`src/rtl/trng_capture_ctrl_if.sv`:
```
// trng_capture_ctrl_if: packed-word readout handshake between the capture
// controller and the downstream debug/readout logic.
//   word_out   - packed sample word, bit k = k-th accepted sample
//   word_src   - source index the word was taken from
//   word_valid - word available
//   word_ready - consumer accepts the word
// Modports: master (controller side), slave (consumer side).
interface trng_capture_ctrl_if #(
    parameter int unsigned WORD_W = 32
);
    logic [WORD_W-1:0] word_out;
    logic              word_src;
    logic              word_valid;
    logic              word_ready;

    modport master (
        output word_out,
        output word_src,
        output word_valid,
        input  word_ready
    );

    modport slave (
        input  word_out,
        input  word_src,
        input  word_valid,
        output word_ready
    );
endinterface

```
`src/rtl/trng_capture_ctrl.sv`:
```
// trng_capture_ctrl: sequences one bounded ring-oscillator entropy capture run.
// Serial sample bits from up to two synchronized sources are packed into
// WORD_W-bit words; with both sources enabled the active source alternates
// word by word. Words leave through a valid/ready handshake.
//
// Ports:
//   clock, cpu_reset      - clock (rising edge), async active-low reset
//   start, abort          - run request (IDLE only) / immediate run end
//   src_sel[1:0]          - source enables, captured at accepted start
//   bit_in0/1, bit_vld0/1 - per-source sample bit and strobe
//   word_bus (master)     - word_out / word_src / word_valid / word_ready
//   word_count            - words handed off in this run
//   busy, done            - run active / one-cycle normal-completion pulse
//   health_fail           - sticky repetition-count failure
//
// Optional feature: define TRNG_HEALTH_EN to build the repetition-count
// health test (REP_LIMIT identical consecutive bits abort the run).
module trng_capture_ctrl #(
    parameter int unsigned WORD_W    = 32,
    parameter int unsigned SAMPLES   = 256,
    parameter int unsigned REP_LIMIT = 16,
    localparam int unsigned NWORDS   = SAMPLES / WORD_W,
    localparam int unsigned CNT_W    = $clog2(NWORDS) + 1
) (
    input  logic                 clock,
    input  logic                 cpu_reset,
    input  logic                 start,
    input  logic                 abort,
    input  logic [1:0]           src_sel,
    input  logic                 bit_in0,
    input  logic                 bit_in1,
    input  logic                 bit_vld0,
    input  logic                 bit_vld1,
    trng_capture_ctrl_if.master  word_bus,
    output logic [CNT_W-1:0]     word_count,
    output logic                 busy,
    output logic                 done,
    output logic                 health_fail
);
    localparam int unsigned BIT_W = $clog2(WORD_W);

    typedef enum logic [1:0] {StIdle, StFill, StOut} state_e;

    state_e            state_q, state_d;
    logic [1:0]        sel_q, sel_d;
    logic              act_q, act_d;
    logic [BIT_W-1:0]  bit_cnt_q, bit_cnt_d;
    logic [WORD_W-1:0] word_q, word_d;
    logic [CNT_W-1:0]  count_q, count_d;
    logic              done_q, done_d;

    logic act_vld;
    logic act_bit;
    logic start_ok;
    logic rep_trip;
    logic rep_clr;
    logic hfail_set;
    logic hfail_clr;

    assign act_vld  = act_q ? bit_vld1 : bit_vld0;
    assign act_bit  = act_q ? bit_in1 : bit_in0;
    assign start_ok = start & ~abort & (src_sel != 2'b00);

    always_comb begin
        state_d   = state_q;
        sel_d     = sel_q;
        act_d     = act_q;
        bit_cnt_d = bit_cnt_q;
        word_d    = word_q;
        count_d   = count_q;
        done_d    = 1'b0;
        rep_clr   = 1'b0;
        hfail_set = 1'b0;
        hfail_clr = 1'b0;
        unique case (state_q)
            StIdle: begin
                if (start_ok) begin
                    state_d   = StFill;
                    sel_d     = src_sel;
                    act_d     = ~src_sel[0];  // lowest enabled source first
                    bit_cnt_d = '0;
                    count_d   = '0;
                    rep_clr   = 1'b1;
                    hfail_clr = 1'b1;
                end
            end
            StFill: begin
                if (abort) begin
                    state_d = StIdle;
                end else if (act_vld) begin
                    if (rep_trip) begin
                        state_d   = StIdle;
                        hfail_set = 1'b1;
                    end else begin
                        word_d[bit_cnt_q] = act_bit;
                        bit_cnt_d         = bit_cnt_q + BIT_W'(1);
                        if (bit_cnt_q == BIT_W'(WORD_W - 1)) begin
                            state_d   = StOut;
                            bit_cnt_d = '0;
                        end
                    end
                end
            end
            StOut: begin
                if (abort) begin
                    state_d = StIdle;
                end else if (word_bus.word_ready) begin
                    count_d = count_q + CNT_W'(1);
                    if (count_d == CNT_W'(NWORDS)) begin
                        state_d = StIdle;
                        done_d  = 1'b1;
                    end else begin
                        state_d   = StFill;
                        bit_cnt_d = '0;
                        if (sel_q == 2'b11) begin
                            act_d   = ~act_q;
                            rep_clr = 1'b1;  // run length is per source
                        end
                    end
                end
            end
            default: state_d = StIdle;
        endcase
    end

    always_ff @(posedge clock or negedge cpu_reset) begin
        if (!cpu_reset) begin
            state_q   <= StIdle;
            sel_q     <= 2'b00;
            act_q     <= 1'b0;
            bit_cnt_q <= '0;
            word_q    <= '0;
            count_q   <= '0;
            done_q    <= 1'b0;
        end else begin
            state_q   <= state_d;
            sel_q     <= sel_d;
            act_q     <= act_d;
            bit_cnt_q <= bit_cnt_d;
            word_q    <= word_d;
            count_q   <= count_d;
            done_q    <= done_d;
        end
    end

`ifdef TRNG_HEALTH_EN
    logic [7:0] rep_cnt_q;
    logic [7:0] rep_next;
    logic       rep_bit_q;
    logic       hfail_q;
    logic       accept;

    // Abort takes priority, so a bit seen in an abort cycle is not counted.
    assign accept   = (state_q == StFill) & act_vld & ~abort;
    assign rep_next = (rep_cnt_q != 8'd0 && act_bit == rep_bit_q) ? rep_cnt_q + 8'd1 : 8'd1;
    assign rep_trip = accept & (rep_next == 8'(REP_LIMIT));

    always_ff @(posedge clock or negedge cpu_reset) begin
        if (!cpu_reset) begin
            rep_cnt_q <= 8'd0;
            rep_bit_q <= 1'b0;
            hfail_q   <= 1'b0;
        end else begin
            if (rep_clr) begin
                rep_cnt_q <= 8'd0;
            end else if (accept) begin
                rep_cnt_q <= rep_next;
                rep_bit_q <= act_bit;
            end
            if (hfail_clr) begin
                hfail_q <= 1'b0;
            end else if (hfail_set) begin
                hfail_q <= 1'b1;
            end
        end
    end

    assign health_fail = hfail_q;
`else
    logic unused_health;
    assign unused_health = ^{rep_clr, hfail_set, hfail_clr};
    assign rep_trip      = 1'b0;
    assign health_fail   = 1'b0;
`endif

    assign word_bus.word_out   = word_q;
    assign word_bus.word_src   = act_q;
    assign word_bus.word_valid = (state_q == StOut);
    assign word_count          = count_q;
    assign busy                = (state_q != StIdle);
    assign done                = done_q;
endmodule

```
`src/flat_wrapper.sv`:
```
// flat-port wrapper written by rule: the top's interface ports become plain ports
module trng_capture_ctrl_flat 
#(
    parameter int unsigned WORD_W    = 32,
    parameter int unsigned SAMPLES   = 256,
    parameter int unsigned REP_LIMIT = 16,
    localparam int unsigned NWORDS   = SAMPLES / WORD_W,
    localparam int unsigned CNT_W    = $clog2(NWORDS) + 1
)
  (clock, cpu_reset, start, abort, src_sel, bit_in0, bit_in1, bit_vld0, bit_vld1, word_count, busy, done, health_fail, word_bus_word_out, word_bus_word_src, word_bus_word_valid, word_bus_word_ready);
  trng_capture_ctrl_if #(.WORD_W(WORD_W)) word_bus_i ();
  input  logic clock;
  input  logic cpu_reset;
  input  logic start;
  input  logic abort;
  input  logic [1:0] src_sel;
  input  logic bit_in0;
  input  logic bit_in1;
  input  logic bit_vld0;
  input  logic bit_vld1;
  output logic [CNT_W-1:0] word_count;
  output logic busy;
  output logic done;
  output logic health_fail;
  output wire logic [$bits(word_bus_i.word_out)-1:0] word_bus_word_out;
  output wire logic [$bits(word_bus_i.word_src)-1:0] word_bus_word_src;
  output wire logic [$bits(word_bus_i.word_valid)-1:0] word_bus_word_valid;
  input wire logic [$bits(word_bus_i.word_ready)-1:0] word_bus_word_ready;
  assign word_bus_word_out = word_bus_i.word_out;
  assign word_bus_word_src = word_bus_i.word_src;
  assign word_bus_word_valid = word_bus_i.word_valid;
  assign word_bus_i.word_ready = word_bus_word_ready;
  trng_capture_ctrl #(.WORD_W(WORD_W), .SAMPLES(SAMPLES), .REP_LIMIT(REP_LIMIT)) u_core (.clock(clock), .cpu_reset(cpu_reset), .start(start), .abort(abort), .src_sel(src_sel), .bit_in0(bit_in0), .bit_in1(bit_in1), .bit_vld0(bit_vld0), .bit_vld1(bit_vld1), .word_bus(word_bus_i), .word_count(word_count), .busy(busy), .done(done), .health_fail(health_fail));
endmodule
```
`config.mk`:
```
export PLATFORM = sky130hd
export DESIGN_NAME = trng_capture_ctrl_flat
export DESIGN_NICKNAME = d
export VERILOG_FILES = /design/src/rtl/trng_capture_ctrl_if.sv /design/src/rtl/trng_capture_ctrl.sv /design/src/flat_wrapper.sv
export SDC_FILE = /design/constraint.sdc
export NUM_CORES = 1
export LEC_CHECK = 0
export CAP_MARGIN = 30
export CORE_MARGIN = 4
export CORE_UTILIZATION = 44
export DETAILED_ROUTE_END_ITERATION = 7
export MAX_ROUTING_LAYER = met4
export PLACE_DENSITY = 0.76
export SLEW_MARGIN = 10
export SYNTH_ARGS = -nofsm -noshare
export SYNTH_HDL_FRONTEND = slang
export SYNTH_SLANG_ARGS = --single-unit
```
`constraint.sdc`:
```
create_clock -name clock -period 1.9 [get_ports clock]
set_clock_uncertainty 0.2 [all_clocks]
set_input_delay 0.19 -clock clock [delete_from_list [all_inputs] [get_ports clock]]
set_output_delay 0.19 -clock clock [all_outputs]
set_load 0.01 [all_outputs]
```
==> impl_metrics.json, run 1 <==
{
  "status": "complete, but fails checks",
  "violations": "setup timing",
  "drive_gt1_frac": 0.3841,
  "area_growth_pct": 41.43,
  "hold_path_class": "in -> async",
  "path_cells": "ha_4 > and2_4 > a21oi_4 > o32ai_4 > a21oi_4 > mux2_4",
  "cp-start-kind": "flop",
  "ios": 52,
  "cpPeakStageDelay_ns": 0.46,
  "power_density_nw_per_um2": 972.6,
  "combPwrFrac": 0.449,
  "syn_area_sq_um": 2482,
  "fin_crit_ns": 1.934,
  "seqPwrFrac": 0.380,
  "p_clk_frac": 0.170,
  "cts_buffers": 5,
  "synth_cell_type_count": 44,
  "setup_ws_ns": -0.03401,
  "synth_top_area_cell": "dfrtp_1",
  "critPathSlowestCell": "dfrtp_2",
  "die_w_microns": 83.11,
  "ctsRootBufferMaster": "clkbuf_8",
  "seq_area_frac_synth": 0.4738,
  "grt-ovfl-total": 0,
  "reg2reg_slack_ns": -0.03,
  "cts_max_path_buffers": 2,
  "antenna_found_initial": 0,
  "synth_area_leaders": "dfrtp_1, mux2_2, nand2_1, mux2_4, ha_1",
  "synth_edf_count": 0,
  "maxCapViolations": 0,
  "via_per_inst": 5.003,
  "drt_first_pass_iters": 4,
  "hold_viol": 0,
  "cts_sinks": 47,
  "clock.fmax_mhz": 517.1,
  "grt_pass1_wl_microns": 9556,
  "fin_crit_sh": 1.018,
  "syn_inst": 221,
  "num_antenna_cells": 0,
  "wl_per_cell_microns": 14.27,
  "relSlewSlack": 0.6500,
  "rsz0062_at_grt": "yes",
  "postRouteAntennaNets": 0,
  "grt_pass1_vias": 2015,
  "drt_wl_total_microns": 5524,
  "crit_type": "reg -> reg",
  "leakage_nw": 1.650,
  "cts_htree_levels": 2,
  "p_int_mw": 2.283,
  "die_y_microns": 83.11,
  "fin_nets": 333,
  "vias": 1936,
  "ys.flop_type": "dfrtp_1",
  "yosysTopAreaCellShare": 0.4738,
  "worst_slew_pin_slew_ns": 0.5249,
  "cp_max_fo": 4,
  "slew_viol_final": 0,
  "p_switching_mw": 1.132,
  "fin_total_pwr_mw": 3.415,
  "critPathArrivalTime_ns": 1.92,
  "dieArea_sq_um": 6907,
  "num_rows": 27,
  "place_congestion": 0.8246,
  "drc_errors": 0,
  "place_hpwl_microns": 3998,
  "synth_seq_cells": 47,
  "fin_setup_tns_ns": -0.1130,
  "syn-num-nets": 239,
  "grt_max_degree": 33,
  "yosys_warnings": 0,
  "cp_common_cell": "a21oi_4",
  "worstPathRequired_ns": 1.88,
  "clkTransAtPathRegs_ns": 0.09,
  "clk_latency_ns": 0.29,
  "synth_area_per_cell_sq_um": 11.23,
  "grt_use_total": 0.1730,
  "initial_core_util": 0.4536,
  "core_area_sq_um": 5473,
  "setup_viol": 4,
  "cts_tree": "done",
  "drt_iter0_markers": 100,
  "io_buffers": 50,
  "synthArstFlopShare": 1.000,
  "worst_setup_path_end_kind": "flop",
  "netSwitchingFraction": 0.3315,
  "ir_worst_vdd_mv": 0.4179
}
[cells by family after synthesis]
kind of cell               after synthesis  synth area share
adders and majority gates                7           0.03528
muxes                                   38            0.1799
buffers and inverters                   18           0.04939
AOI/OAI and AO/OA                       22           0.08317
other                                    1          0.001511
DFF                                     47            0.4738
and+or+nand+nor                         88            0.1769
[power groups by stage]
stage | combinational (mW) | sequential (mW) | clock (mW)
6_report | 1.53 | 1.30 | 0.582
5_1_grt | 1.66 | 1.32 | 0.643
3_3_place_gp | 1.42 | 1.32 | 0
3_5_place_dp | 1.45 | 1.33 | 0
2_1_floorplan | 0.745 | 1.37 | 0
4_1_cts | 1.50 | 1.30 | 0.603
[routing by layer]
metal | wire length [microns] | global-route usage
met5 | 0 | -
met4 | 59 | 0.04903
met3 | 173 | 0.02778
met2 | 2751 | 0.2908
met1 | 2540 | 0.2163
[path summary, 6_finish.rpt]
path	start	endpoint	cells after the start
setup / recovery	u_core.word_count[1]$_DFFE_PN0P_	u_core.bit_cnt_q[0]$_DFFE_PN0P_	6
hold reg to reg	u_core.word_bus.word_out[12]$_DFFE_PN0P_	u_core.word_bus.word_out[12]$_DFFE_PN0P_	1
hold / removal	cpu_reset	u_core.word_bus.word_out[29]$_DFFE_PN0P_	2
setup reg to reg	u_core.word_count[1]$_DFFE_PN0P_	u_core.bit_cnt_q[0]$_DFFE_PN0P_	6
max in group asynchronous	cpu_reset	u_core.state_q[0]$_DFFE_PN0P_	3
min in group clock	u_core.word_bus.word_out[12]$_DFFE_PN0P_	u_core.word_bus.word_out[12]$_DFFE_PN0P_	1
[what timing repair did]
| item | in CTS | in global routing |
|---|---|---|
| buffers inserted | 5 | 1 |
| setup endpoints to repair | 16 | 30 |
| hold buffers | 1 | 0 |
| hold endpoints to repair | 32 | 0 |
| gates resized for setup | 10 | 9 |
| pin swaps | 7 | 6 |
[final cells by class]
class	count	area [sq um]
repair buffers	98	864.6
well taps	72	90.09
fillers	446	1962
inverters	7	26.28
multi-input cells	156	1267
clock inverters	2	13.76
clock buffers	5	68.82
flip-flops and latches	47	1180
[state kept, by name, summed over array words and instances, names as in the netlist]
| name | flops |
|---|---|
| u_core.sel_q | 2 |
| u_core.done | 1 |
| u_core.bit_cnt_q | 5 |
| u_core.word_bus.word_src | 1 |
| u_core.word_bus.word_out | 32 |
| u_core.state_q | 2 |
| u_core.word_count | 4 |
[cells in the final DEF, fill, tap and decap left out, drive strengths merged, types with 5 or more instances in the layout]
master,synthesis,routed
mux2,35,35
nand2,45,45
nand3,5,5
nand2b,5,5
clkdlybuf4s50,0,45
nor2,10,10
inv,7,7
dfrtp,47,47
clkbuf,4,5
ha,7,7
and2,5,5
buf,7,48
nor3,5,5
[through the flow]
step / area [sq um] / cells / setup WS [ns] / hold slack, ns / utilization
after floorplan: 2509 / 221 / 0.002195 / -0.3056 / -
after global placement: 3306 / 373 / -0.1784 / -0.04953 / 0.6040
after detailed placement: 3306 / 373 / -0.2184 / -0.05069 / 0.6040
after CTS: 3468 / 386 / -0.007018 / 0.1579 / 0.6337
after global routing: 3511 / 387 / -0.1072 / 0.2013 / 0.6415
final: 3511 / 387 / -0.03401 / 0.1527 / 0.6415
[critical path, delay by kind of cell (launching register included)]
family,cells,cell delay (ns)
compound gates,3,0.51
fa+ha+maj,1,0.19
flops,1,0.46
mux,1,0.32
simple gates,1,0.14
[synthesized netlist by cell type (all sizes together) (2+ instances only)]
library cell / n
o32ai: 2
mux2: 35
ha: 7
clkbuf: 4
nor3: 5
nor2: 10
a22o: 4
o21ai: 4
mux2i: 3
inv: 7
nor3b: 3
and3: 4
and2: 5
dfrtp: 47
or2: 2
nand2: 45
nand3: 5
a21oi: 4
buf: 7
o211ai: 2
nand2b: 5
Power figures use the tool's default switching activity.
==> run 2, diff against run 1 <==
CORE_ASPECT_RATIO = 1.75   (was default)
==> run 2 against run 1 <==
Against the previous run:
- the run still ends with setup timing left
- count of clock-buffer cells in the layout unchanged
- final cell count down 0.26%
- sequential cell count unchanged
- combinational power down 3%
- sequential power about the same
- sequential share of layout area down 0.20 points
- fmax up 1.5%
- cell area up 0.50%
- critical endpoint is now u_core.bit_cnt_q[2]$_DFFE_PN0P_
- largest cell class unchanged
- largest power group unchanged
==> impl_metrics.json, run 2 (same netlist as run 1, synthesis figures left out) <==
{
  "num_antenna_cells": 0,
  "area_growth_pct": 42.14,
  "path_cells": "ha_4 > buf_6 > nor2_4 > a21oi_4 > o32ai_4 > a21oi_4 > buf_6 > a32o_1",
  "seqPwrFrac": 0.370,
  "antenna_found_initial": 0,
  "cts_buffers": 5,
  "die_w_microns": 64.78,
  "cpPeakStageDelay_ns": 0.44,
  "clkTransAtPathRegs_ns": 0.09,
  "n_fill_cell": 471,
  "hold_viol": 0,
  "cts_sinks": 47,
  "grt_max_degree": 33,
  "largest_reg_flops": 32,
  "place_congestion": 0.8132,
  "io_buffers": 50,
  "rsz0062_at_grt": "yes",
  "ir_worst_vdd_mv": 0.6333,
  "setup_viol": 1,
  "fin_setup_tns_ns": -0.004974,
  "power_density_nw_per_um2": 996.8,
  "clock.fmax_mhz": 524.9,
  "leakage_nw": 1.655,
  "fin_nets": 327,
  "vias": 1917,
  "drt_first_pass_iters": 4,
  "combPwrFrac": 0.421,
  "setup_ws_ns": -0.004974,
  "fin_crit_sh": 1.003,
  "drt_wl_total_microns": 5415,
  "violations": "setup timing",
  "critPathSlowestCell": "dfrtp_2",
  "drive_gt1_frac": 0.3774,
  "die_y_microns": 107.4,
  "core_area_sq_um": 5540,
  "fin_cells": 386,
  "via_per_inst": 4.966,
  "crit_type": "reg -> reg",
  "p_int_mw": 2.389,
  "cp_max_fo": 5,
  "grt_use_total": 0.1726,
  "cp-start-kind": "flop",
  "final_cell_mix": "clkdlybuf4s50_1, dfrtp_1, nand2_1",
  "relSlewSlack": 0.6326,
  "postRouteAntennaNets": 0,
  "netSwitchingFraction": 0.3208,
  "cts_htree_levels": 2,
  "cts_tree": "done",
  "clk_latency_ns": 0.30,
  "hold_path_class": "in -> async",
  "maxCapViolations": 0,
  "grt-ovfl-total": 0,
  "num_rows": 36,
  "critPathArrivalTime_ns": 1.90,
  "grt_pass1_vias": 1982,
  "drt_iter0_markers": 83,
  "dp_cells": 373,
  "status": "complete, but fails checks",
  "drc_errors": 0,
  "worst_slew_pin_slew_ns": 0.5511,
  "slew_viol_final": 0,
  "ctsRootBufferMaster": "clkbuf_8",
  "place_hpwl_microns": 4093,
  "cts_max_path_buffers": 2,
  "wl_per_cell_microns": 14.03,
  "ios": 52,
  "dieArea_sq_um": 6955,
  "worstPathRequired_ns": 1.90,
  "fin_crit_ns": 1.905,
  "worst_setup_path_end_kind": "flop",
  "grt_pass1_wl_microns": 9004,
  "p_clk_frac": 0.209,
  "p_switching_mw": 1.128,
  "initial_core_util": 0.4481
}
==> run 2: per-layer routing <==
layer  track usage  part of all wire  up-vias
met5             -                 0        -
met3       0.02612             0.029        5
met4       0.06959             0.018        0
met2        0.3216              0.57       43
li1              -                 -      932
met1        0.1759              0.38      937
==> run 2: metrics by stage <==
step | cell area (sq um) | worst slack (ns) | util | hold slack [ns] | power [mW]
after floorplan | 2509 | 0.002195 | - | -0.3056 | 2.118
after global placement | 3293 | -0.2374 | 0.5944 | -0.002865 | 2.725
after detailed placement | 3293 | -0.2617 | 0.5944 | 0.01142 | 2.765
after CTS | 3488 | -0.07459 | 0.6296 | 0.2200 | 3.516
after global routing | 3528 | -0.08320 | 0.6369 | 0.2638 | 3.737
final | 3528 | -0.004974 | 0.6369 | 0.2034 | 3.517
==> run 2: power groups by stage <==
stage                     sequential (mW)  clock, mW  combinational, mW
after floorplan                      1.37          0              0.745
after global placement               1.31          0               1.41
after detailed placement             1.32          0               1.45
after CTS                            1.30      0.753               1.46
after global routing                 1.33      0.798               1.61
final                                1.30      0.737               1.48
==> run 2: timing repair <==
item / in CTS / in global routing
pin swaps: 9 / 6
hold buffers: 1 / 0
endpoints found under the hold margin: 21 / 0
buffers inserted: 3 / 1
setup endpoints to repair: 19 / 36
resized for setup: 14 / 10
==> run 2: layout make-up <==
| class | count | area [sq um] | share of cell area |
|---|---|---|---|
| tap | 76 | 95.09 | 0.02695 |
| clock inverter | 3 | 43.79 | 0.01241 |
| clock buffer | 5 | 68.82 | 0.01950 |
| multi-input combinational | 156 | 1280 | 0.3628 |
| sequential | 47 | 1179 | 0.3340 |
| timing repair buffer | 92 | 835.8 | 0.2369 |
| inverter | 7 | 26.28 | 0.007447 |
==> run 2: worst max-delay path, delay by kind of cell, from the launching register on <==
family	cells	cell delay [ns]
AO/OA/AOI/OAI	4	0.61
AND/OR/NAND/NOR	1	0.10
buffers and inverters	2	0.27
adder cells (fa/ha/maj)	1	0.18
flip-flops	1	0.44
==> run 2: final timing paths <==
kind | cells after the start | slack, ns | start | to
worst max-delay path | 8 | -0.005 | u_core.word_count[1]$_DFFE_PN0P_ | u_core.bit_cnt_q[2]$_DFFE_PN0P_
max in group asynchronous | 3 | 0.78 | cpu_reset | u_core.word_bus.word_out[20]$_DFFE_PN0P_
worst min register to register | 1 | 0.31 | u_core.word_bus.word_out[6]$_DFFE_PN0P_ | u_core.word_bus.word_out[6]$_DFFE_PN0P_
min in group clock | 1 | 0.31 | u_core.word_bus.word_out[6]$_DFFE_PN0P_ | u_core.word_bus.word_out[6]$_DFFE_PN0P_
worst max register to register | 8 | -0.005 | u_core.word_count[1]$_DFFE_PN0P_ | u_core.bit_cnt_q[2]$_DFFE_PN0P_
worst min-delay path | 2 | 0.20 | cpu_reset | u_core.word_bus.word_out[14]$_DFFE_PN0P_
